$ cat src/rtl/aes_ks_round_ctrl.sv
// aes_ks_round_ctrl: sequencer for a pipelined, masked AES-128 key schedule.
// Walks ten rounds of LATENCY+1 cycles each and drives the datapath controls.
//
// Ports:
//   clk, rst   clock, asynchronous active-high reset
//   start      request a new key expansion (sampled only in IDLE)
//   busy       expansion in progress (ROUND and DONE)
//   key_sel    1 = load external masked key, 0 = feed back round key
//   key_cap    round-key register capture enable
//   sh_RCON    masked RCON, share 0 in [7:0], other shares zero
//   rnd_en     fresh S-box randomness required
//   rk_valid   round key rk_idx is held in the round-key register
//   rk_idx     index (1..10) of the presented round key
//   done       pulses with the presentation of round key 10
//
// Optional feature, macro AES_KS_STALL_EN:
//   rk_ready   consumer accepts the presented round key
//   ks_en      datapath / randomness clock enable, low while stalled
module aes_ks_round_ctrl #(
    parameter int d       = 2,
    parameter int LATENCY = 4
) (
    input  logic           clk,
    input  logic           rst,
    input  logic           start,
    output logic           busy,
    output logic           key_sel,
    output logic           key_cap,
    output logic [8*d-1:0] sh_RCON,
    output logic           rnd_en,
    output logic           rk_valid,
    output logic [3:0]     rk_idx,
    output logic           done
`ifdef AES_KS_STALL_EN
    ,
    input  logic           rk_ready,
    output logic           ks_en
`endif
);

    typedef enum logic [1:0] {
        IDLE  = 2'd0,
        ROUND = 2'd1,
        DONE  = 2'd2
    } state_t;

    localparam logic [3:0] LAT = 4'(LATENCY);

    state_t     state;
    logic [3:0] cnt;
    logic [3:0] rnd;
    logic [7:0] rcon;

    state_t     state_n;
    logic [3:0] cnt_n;
    logic [3:0] rnd_n;
    logic [7:0] rcon_n;
    logic       rkv_n;
    logic [3:0] rki_n;
    logic       done_n;
    logic       stall;

    // RCON of the next round: GF(2^8) doubling mod x^8+x^4+x^3+x+1
    function automatic logic [7:0] xtime(input logic [7:0] v);
        return {v[6:0], 1'b0} ^ (v[7] ? 8'h1B : 8'h00);
    endfunction

`ifdef AES_KS_STALL_EN
    // A presented key that is not taken freezes the whole sequencer
    assign stall = rk_valid & ~rk_ready;
    assign ks_en = busy & ~stall;
`else
    assign stall = 1'b0;
`endif

    always_comb begin
        state_n = state;
        cnt_n   = cnt;
        rnd_n   = rnd;
        rcon_n  = rcon;
        rkv_n   = 1'b0;
        rki_n   = rk_idx;
        done_n  = 1'b0;
        unique case (state)
            IDLE: begin
                if (start) begin
                    state_n = ROUND;
                    cnt_n   = 4'd0;
                    rnd_n   = 4'd1;
                    rcon_n  = 8'h01;
                end
            end
            ROUND: begin
                if (cnt == LAT) begin
                    // round key captured this cycle, present it next cycle
                    cnt_n = 4'd0;
                    rkv_n = 1'b1;
                    rki_n = rnd;
                    if (rnd == 4'd10) begin
                        state_n = DONE;
                        done_n  = 1'b1;
                    end else begin
                        rnd_n  = rnd + 4'd1;
                        rcon_n = xtime(rcon);
                    end
                end else begin
                    cnt_n = cnt + 4'd1;
                end
            end
            DONE: begin
                state_n = IDLE;
            end
            default: begin
                state_n = IDLE;
            end
        endcase
    end

    // Outputs are registered from the next-state values so that they
    // line up with the state they describe.
    always_ff @(posedge clk or posedge rst) begin
        if (rst) begin
            state    <= IDLE;
            cnt      <= 4'd0;
            rnd      <= 4'd1;
            rcon     <= 8'h01;
            busy     <= 1'b0;
            key_sel  <= 1'b0;
            key_cap  <= 1'b0;
            rnd_en   <= 1'b0;
            rk_valid <= 1'b0;
            rk_idx   <= 4'd0;
            done     <= 1'b0;
        end else if (!stall) begin
            state    <= state_n;
            cnt      <= cnt_n;
            rnd      <= rnd_n;
            rcon     <= rcon_n;
            busy     <= (state_n != IDLE);
            key_sel  <= (state_n == ROUND) && (rnd_n == 4'd1)
                        && (cnt_n == 4'd0);
            key_cap  <= (state_n == ROUND) && (cnt_n == LAT);
            rnd_en   <= (state_n == ROUND) && (cnt_n < LAT);
            rk_valid <= rkv_n;
            rk_idx   <= rki_n;
            done     <= done_n;
        end
    end

    // Only share 0 carries RCON; decoded from registered state
    always_comb begin
        sh_RCON = '0;
        if (state == ROUND && cnt == LAT) begin
            sh_RCON[7:0] = rcon;
        end
    end

endmodule

$ cat config.mk
export PLATFORM = sky130hd
export DESIGN_NAME = aes_ks_round_ctrl
export DESIGN_NICKNAME = d
export VERILOG_FILES = /design/src/rtl/aes_ks_round_ctrl.sv
export SDC_FILE = /design/constraint.sdc
export NUM_CORES = 1
export LEC_CHECK = 0
export ABC_AREA = 0
export ABC_CLOCK_PERIOD_IN_PS = 2700
export CORE_MARGIN = 4
export CORE_UTILIZATION = 35
export DETAILED_ROUTE_END_ITERATION = 7
export PLACE_DENSITY = 0.62
export SLEW_MARGIN = 20
export SYNTH_ARGS = -nofsm -noshare
export SYNTH_HDL_FRONTEND = slang
export SYNTH_SLANG_ARGS = --single-unit
$ cat constraint.sdc
create_clock -name clk -period 2.7 [get_ports clk]
set_clock_uncertainty 0.2 [all_clocks]
set_input_delay 0.54 -clock clk [delete_from_list [all_inputs] [get_ports clk]]
set_output_delay 0.54 -clock clk [all_outputs]
set_load 0.05 [all_outputs]
Word level (Yosys, flattened, before mapping)

Cells that the tools add are included.

Register bits: 28
Input bits: 3
Output and inout bits: 26

Reduce and logical (&&, ||, !) cells: 11
$add $sub $neg: 2
Bitwise operators: 1
$lt $le $gt $ge: 1
Muxes and demuxes: 22
Eq/ne operators: 9

Operator list:

| kind                | count |
|---|---|
| $mux 8              | 4 |
| $mux 4              | 5 |
| $pmux 4 s2          | 2 |
| $pmux 8 s2          | 1 |
| $add 4x1->4 const B | 2 |
| $eq 4x3->1 const B  | 2 |
| $xor 8x5->8         | 1 |
| $mux 2              | 3 |
| $logic_and 1x1->1   | 5 |
| $mux 1              | 5 |
| $mux 5              | 1 |
| $eq 2x1->1 const B  | 2 |
| $eq 4x1->1 const B  | 1 |
| $eq 4x4->1 const B  | 1 |
| $logic_not 4->1     | 1 |
| $lt 4x3->1 const B  | 1 |
| $ne 2x2->1 const B  | 2 |
| $pmux 2 s2          | 1 |
| $reduce_and 4->1    | 1 |
| $reduce_bool 2->1   | 2 |
| $logic_not 2->1     | 1 |
| $ne 2x1->1 const B  | 1 |
| $reduce_and 2->1    | 1 |

Depth between registers and ports, before layout

Gate-level depths: netlist (run 1).

Word-level depth: 7
Mapped depth: 8
Depth with buffers taken out: 7

Least setup slack after synthesis (run 1)

Ideal clock, no wire load.

Path type: register -> output
Start point: reg cnt[0]
End point: out sh_RCON[0]
Stages on the path, launching flop included: 8
Buffers on the path: 2
Setup slack: 0.062 ns
Arrival time: 1.898 ns
Path through: dfrtp_1 inv_1 ha_1 and3b_1 buf_2 nand2_1 clkbuf_1 nor2_1

Word-level cells in the longest chain between the ends: 3

RTL lines:

| element                  | RTL line | source |
|---|---|---|
| start: declaration       | 50       | `logic [3:0] cnt;` |
| start signal: assignment | 136      | `cnt <= cnt_n;` |
| $eq 4x3->1               | 153      | `if (state == ROUND && cnt == LAT) begin` |
| $logic_and 1x1->1        | 153      |  |
| $mux 8                   | 153      |  |
| end: declaration         | 29       | `output logic [8*d-1:0] sh_RCON,` |

No other way between the ends.

Worst setup path after layout (run 1)

Ends and elaborated chain as after synthesis.

==> flow_summary.toml, run 1 <==
[yosys]
syn_inst = 144
syn-cell-area_sq_um = 1390
synth_xor_xnor_area_share = 0.0252
synth_compound_area_frac = 0.129
synth_fa_ha_area_frac = 0.0360
synth-seq-area-share = 0.506
synth_cell_type_count = 39
avgSynthCellArea_sq_um = 9.64
async_flop_share = 1.00
synth_top_family_by_area = "simple AND/OR/NAND/NOR gates"
synthSimpleGateAreaFrac = 0.222
yosys_warnings = 0
synth-edff-count = 0
muxShareOfSynthArea = 0
ys_ff_latch = 28
synth-main-ff-cell = "dfrtp_1"

[global_routing]
grt_usage = 0.115
grt_pass1_wl_mm = 4.60
grt_max_degree = 29
grt_pass1_vias = 1028
antenna_found_initial = 0
grt.overflow.total = 0

[placement]
dp_hpwl_mm = 2.09
routabilityCongestion = 0.826
port_buffers = 20
post-place-cells = 208

[cells_and_area]
area_growth_pct = 25.8
layout.nets = 172
num_antenna_cells = 0
final_core_util = 0.467
fin_cells = 212
drive_above_1_share = 0.134
fill_cells = 372

[sta]
whs_ps = 285
min_period_ps = 2500
slew_headroom = 0.664
setup_tns_ps = 0
hold_viol_final = 0
slew_violations = 0
max_slew.worst_pin.slew_ps = 503
setup_viol = 0
period_share = 0.927
rsz0062_at_grt = "false"
fmax_mhz = 399

[clock_tree]
clk-insertion-delay-late_ps = 270
clk_pin_slew_ps = 90
clk_path_buf_depth = 2
numCtsBuffers = 3
cts.sinks = 28
cts_tree = "done"
cts_root_buf = "clkbuf_8"
h-tree-depth = 1
postCtsHoldBufs = 0

[detailed_routing]
dr.pass1.iters = 4
viasPerCell = 4.87
first_iter_violations = 87
vias = 1033
routed_wl_mm = 2.79
ant_nets = 0
wl_per_cell_um = 13.2
drc = 0

[die]
die-width_um = 71.0
die_h_um = 71.0
rows = 22
core_area_sq_um = 3740
io_pins = 29
dieArea_sq_um = 5040
initial_core_util = 0.371

[power]
ir_worst_vdd_v = 0.000267
power.total_mw = 1.83
p_leak_nw = 0.820
power.density_nw_per_um2 = 1050

[worst_setup_path]
cpPeakStageDelay_ps = 450
cp_data_required_time_ps = 1960
crit_slowest_cell = "dfrtp_1"
start_kind = "flop"
crit_arrival_ps = 1760
path_cells = "inv_1 > ha_1 > and3b_2 > nand2_1 > nor2_1 > buf_12"
cp_max_fo = 11
critPathKind = "reg -> out"
cp-end-kind = "output pin"

[hold_path]
hold_path_class = "reg -> reg"

[job]
maxCapViolCount = 0

[status]
status = "finished clean"
worst max-delay path: cells and delay by family (launching register included):
kind / cells / cell delay [ps]
AND/OR/NAND/NOR: 3 / 600
buffers and inverters: 2 / 240
flip-flops: 1 / 450
adder cells (fa/ha/maj): 1 / 200
layout by cell type (no fill, tap or decap), drive strengths merged, types with 2 or more instances in the layout:
| cell type | netlist | layout |
|---|---|---|
| clkbuf | 3 | 4 |
| o21a | 2 | 2 |
| ha | 4 | 4 |
| and3b | 3 | 3 |
| nor2 | 4 | 4 |
| nand3b | 2 | 2 |
| nor2b | 2 | 2 |
| nand3 | 2 | 2 |
| nand2 | 26 | 26 |
| xnor2 | 3 | 3 |
| nor3 | 2 | 2 |
| inv | 8 | 8 |
| buf | 10 | 10 |
| or4 | 2 | 2 |
| o31ai | 3 | 3 |
| conb | 1 | 8 |
| a21oi | 5 | 5 |
| o21ai | 14 | 14 |
| nor3b | 2 | 2 |
| clkdlybuf4s50 | 0 | 12 |
| and3 | 7 | 7 |
| dfrtp | 26 | 26 |
| dfstp | 2 | 2 |
stage by stage:
stage	instance area, sq um	setup slack (ps)
final	1750	196
after global routing	1750	71.9
after CTS	1750	79.4
after detailed placement	1690	376
after global placement	1690	426
after floorplan	1420	62.5
registers in the layout, indices dropped and copies added, names as in the netlist:
name      count
key_cap       1
done          1
rnd           4
rcon          8
state         2
rk_idx        4
cnt           4
rnd_en        1
key_sel       1
rk_valid      1
busy          1
cells in the mapped netlist, types with 2 or more instances:
| library cell | instances | share of area |
|---|---|---|
| nor3_1 | 2 | 0.0072 |
| ha_1 | 4 | 0.036 |
| dfstp_2 | 2 | 0.038 |
| o21ai_1 | 4 | 0.014 |
| and3b_1 | 2 | 0.013 |
| o31ai_1 | 3 | 0.016 |
| nor2b_1 | 2 | 0.0090 |
| nand2_1 | 26 | 0.070 |
| nand3_1 | 2 | 0.0072 |
| clkbuf_1 | 3 | 0.0081 |
| nand3b_1 | 2 | 0.011 |
| o21a_1 | 2 | 0.011 |
| xnor2_1 | 3 | 0.019 |
| nor3b_1 | 2 | 0.011 |
| nor2_1 | 4 | 0.011 |
| inv_1 | 8 | 0.022 |
| dfrtp_1 | 26 | 0.47 |
| a21oi_1 | 5 | 0.018 |
| o21ai_0 | 9 | 0.032 |
| buf_4 | 8 | 0.043 |
| and3_1 | 7 | 0.032 |
area by class of cell:
| type | instances | area (sq um) | area share |
|---|---|---|---|
| Clock buffer | 4 | 55.1 | 0.0315 |
| Inverter | 8 | 30.0 | 0.0172 |
| Multi-Input combinational cell | 102 | 603 | 0.345 |
| Sequential cell | 28 | 703 | 0.403 |
| Tap cell | 48 | 60.1 | 0.0344 |
| Timing Repair Buffer | 22 | 295 | 0.169 |
final timing paths:
check	start	end	slack, ps	cells past startpoint
min in group asynchronous	rst	rcon[7]$_DFFE_PP0P_	430	3
hold reg to reg	rk_idx[0]$_DFFE_PP0P_	rk_idx[0]$_DFFE_PP0P_	280	2
max in group asynchronous	rst	rnd[0]$_DFF_PP1_	1570	3
setup reg to reg	rnd[0]$_DFF_PP1_	rcon[3]$_DFFE_PP0P_	350	6
hold / removal	rk_idx[0]$_DFFE_PP0P_	rk_idx[0]$_DFFE_PP0P_	280	2
setup / recovery	cnt[0]$_DFF_PP0_	sh_RCON[0]	200	6
cells by family after synthesis:
group                    count (synthesis)
AND/OR/NAND/NOR                         57
XOR/XNOR                                 4
AO/OA/AOI/OAI                           29
flip-flops                              28
buffers and inverters                   21
adder cells (fa/ha/maj)                  4
other                                    1
layer usage:
layer  vias to the layer above  routed length [um]  global-route usage
met3                         4                 108              0.0128
met2                        24                1370               0.192
met5                         -                   0                   0
met4                         0                  57              0.0793
met1                       493                1260               0.137
li1                        512                   -                   -
power by group:
group | internal, mW | leakage (nW) | switching, mW
sequential | 0.585 | 0.349 | 0.139
clock | 0.130 | 0.0288 | 0.123
combinational | 0.326 | 0.442 | 0.528
total | 1.04 | 0.820 | 0.790
repair_timing:
| item | in CTS | in global routing |
|---|---|---|
| setup buffers | 0 | 0 |
| endpoints found under the hold margin | 0 | 0 |
| endpoints found under the setup margin | 0 | 2 |
| resized for setup | 0 | 1 |
Power figures use the tool's default switching activity.
==> run 2: changes to the inputs <==
Settings changed: CORE_MARGIN 4 to 1, DONT_BUFFER_PORTS from default to 1, PLACE_DENSITY 0.62 to 0.53.
==> flow_summary.toml, run 2 (synthesized netlist as in run 1, its figures left out) <==
[sta]
setup_tns_ps = 0
rsz0062_at_grt = "false"
slew_headroom = 0.649
setup_viol = 0
min_period_ps = 2500
max_slew.worst_pin.slew_ps = 526
worst_slack_ps = 205
period_share = 0.924
hold_viol_final = 0
fmax_mhz = 401
slew_violations = 0

[placement]
port_buffers = 0
dp_slack_ps = 346
routabilityCongestion = 0.811
dp_hpwl_mm = 2.00

[worst_setup_path]
start_kind = "flop"
r2r-start = "rnd[0]$_DFF_PP1_"
crit_arrival_ps = 1760
reg2regPathDepth = 7
cp_data_required_time_ps = 1960
critPathKind = "reg -> out"
reg2reg_slack_ps = 370
cp-end-kind = "output pin"
cp_max_fo = 11
rr_endpoint = "key_sel$_DFF_PP0_"

[hold_path]
min_to = "rcon[5]$_DFFE_PP0P_"
min_from = "rcon[5]$_DFFE_PP0P_"
hold_path_class = "reg -> reg"
min_path_cells = 2

[power]
p_leak_nw = 0.734
ir_worst_vdd_v = 0.000469
power.density_nw_per_um2 = 1180

[cells_and_area]
fill_cells = 382
largest_reg_flops = 8
largest_register = "rcon"
num_antenna_cells = 0
layout.nets = 156
layout_common_cells = "26 x nand2_1, 26 x dfrtp_1, 9 x o21ai_0"
drive_above_1_share = 0.155
area_growth_pct = 9.64

[detailed_routing]
routed_wl_mm = 2.71
ant_nets = 0
viasPerCell = 5.00
first_iter_violations = 59
drc = 0
wl_per_cell_um = 13.8
vias = 980
dr.pass1.iters = 4

[die]
io_pins = 29
initial_core_util = 0.371
dieArea_sq_um = 4220
die-width_um = 65.0
rows = 22
die_h_um = 65.0
core_area_sq_um = 3740

[clock_tree]
clk_pin_slew_ps = 90
cts_root_buf = "clkbuf_8"
clk-insertion-delay-late_ps = 280
clk_path_buf_depth = 2
numCtsBuffers = 3
h-tree-depth = 1
cts.sinks = 28
cts_tree = "done"

[job]
maxCapViolCount = 0

[global_routing]
grt.overflow.total = 0
antenna_found_initial = 0
grt_pass1_wl_mm = 4.55
grt_pass1_vias = 961
grt_max_degree = 17
grt_usage = 0.141

[status]
status = "finished clean"
==> run 2: how the worst max path moves through the flow <==
stage,end,slack [ps],start,cells past startpoint
6_report,sh_RCON[0],200,cnt[0]$_DFF_PP0_,6
2_1_floorplan,sh_RCON[0],60,cnt[0]$_DFF_PP0_,7
5_1_grt,sh_RCON[0],120,cnt[0]$_DFF_PP0_,6
3_5_place_dp,sh_RCON[6],350,cnt[0]$_DFF_PP0_,4
4_1_cts,sh_RCON[6],30,cnt[0]$_DFF_PP0_,4
3_3_place_gp,sh_RCON[3],360,cnt[0]$_DFF_PP0_,4
==> run 2: layer usage <==
| metal | vias to the layer above | global-route usage | share of wire |
|---|---|---|---|
| met1 | 480 | 0.205 | 0.50 |
| li1 | 481 | - | - |
| met5 | - | 0 | 0 |
| met2 | 15 | 0.202 | 0.45 |
| met3 | 4 | 0.0335 | 0.042 |
| met4 | 0 | 0.0500 | 0.011 |
==> run 2: worst max-delay path: stages, from the launching register on <==
cell and delay (ps):
dfrtp_1 440, inv_1 80, ha_1 210, and3b_2 320
nand2_1 90, nor2_1 120, buf_4 210
==> run 2: report_power, final <==
part	switching, mW	internal, mW
sequential	0.313	0.583
combinational	0.341	0.224
clock	0.132	0.199
total	0.786	1.01
==> run 2: timing repair <==
| action | in CTS | in global routing |
|---|---|---|
| buffers inserted | 0 | 0 |
| resized for setup | 0 | 7 |
| hold buffers | 1 | 0 |
| endpoints found under the setup margin | 0 | 7 |
| hold endpoints to repair | 12 | 0 |
==> run 2: layout make-up <==
class	instances	area [sq um]	share of cell area
timing repair buffer	6	47.5	0.0312
sequential	28	703	0.462
clock inverter	1	30.0	0.0197
tap	48	60.1	0.0394
multi-input combinational	102	611	0.401
inverter	8	30.0	0.0197
clock buffer	3	41.3	0.0271
==> run 2: through the flow <==
| step | total power [mW] | std cells | utilization | cell area (sq um) | hold slack [ps] |
|---|---|---|---|---|---|
| floorplan | 1.34 | 151 | - | 1420 | 247 |
| global placement | 1.45 | 191 | 0.383 | 1430 | 268 |
| detailed placement | 1.46 | 191 | 0.383 | 1430 | 285 |
| CTS | 1.80 | 196 | 0.404 | 1510 | 308 |
| global route | 1.92 | 196 | 0.407 | 1520 | 333 |
| finish | 1.79 | 196 | 0.407 | 1520 | 298 |
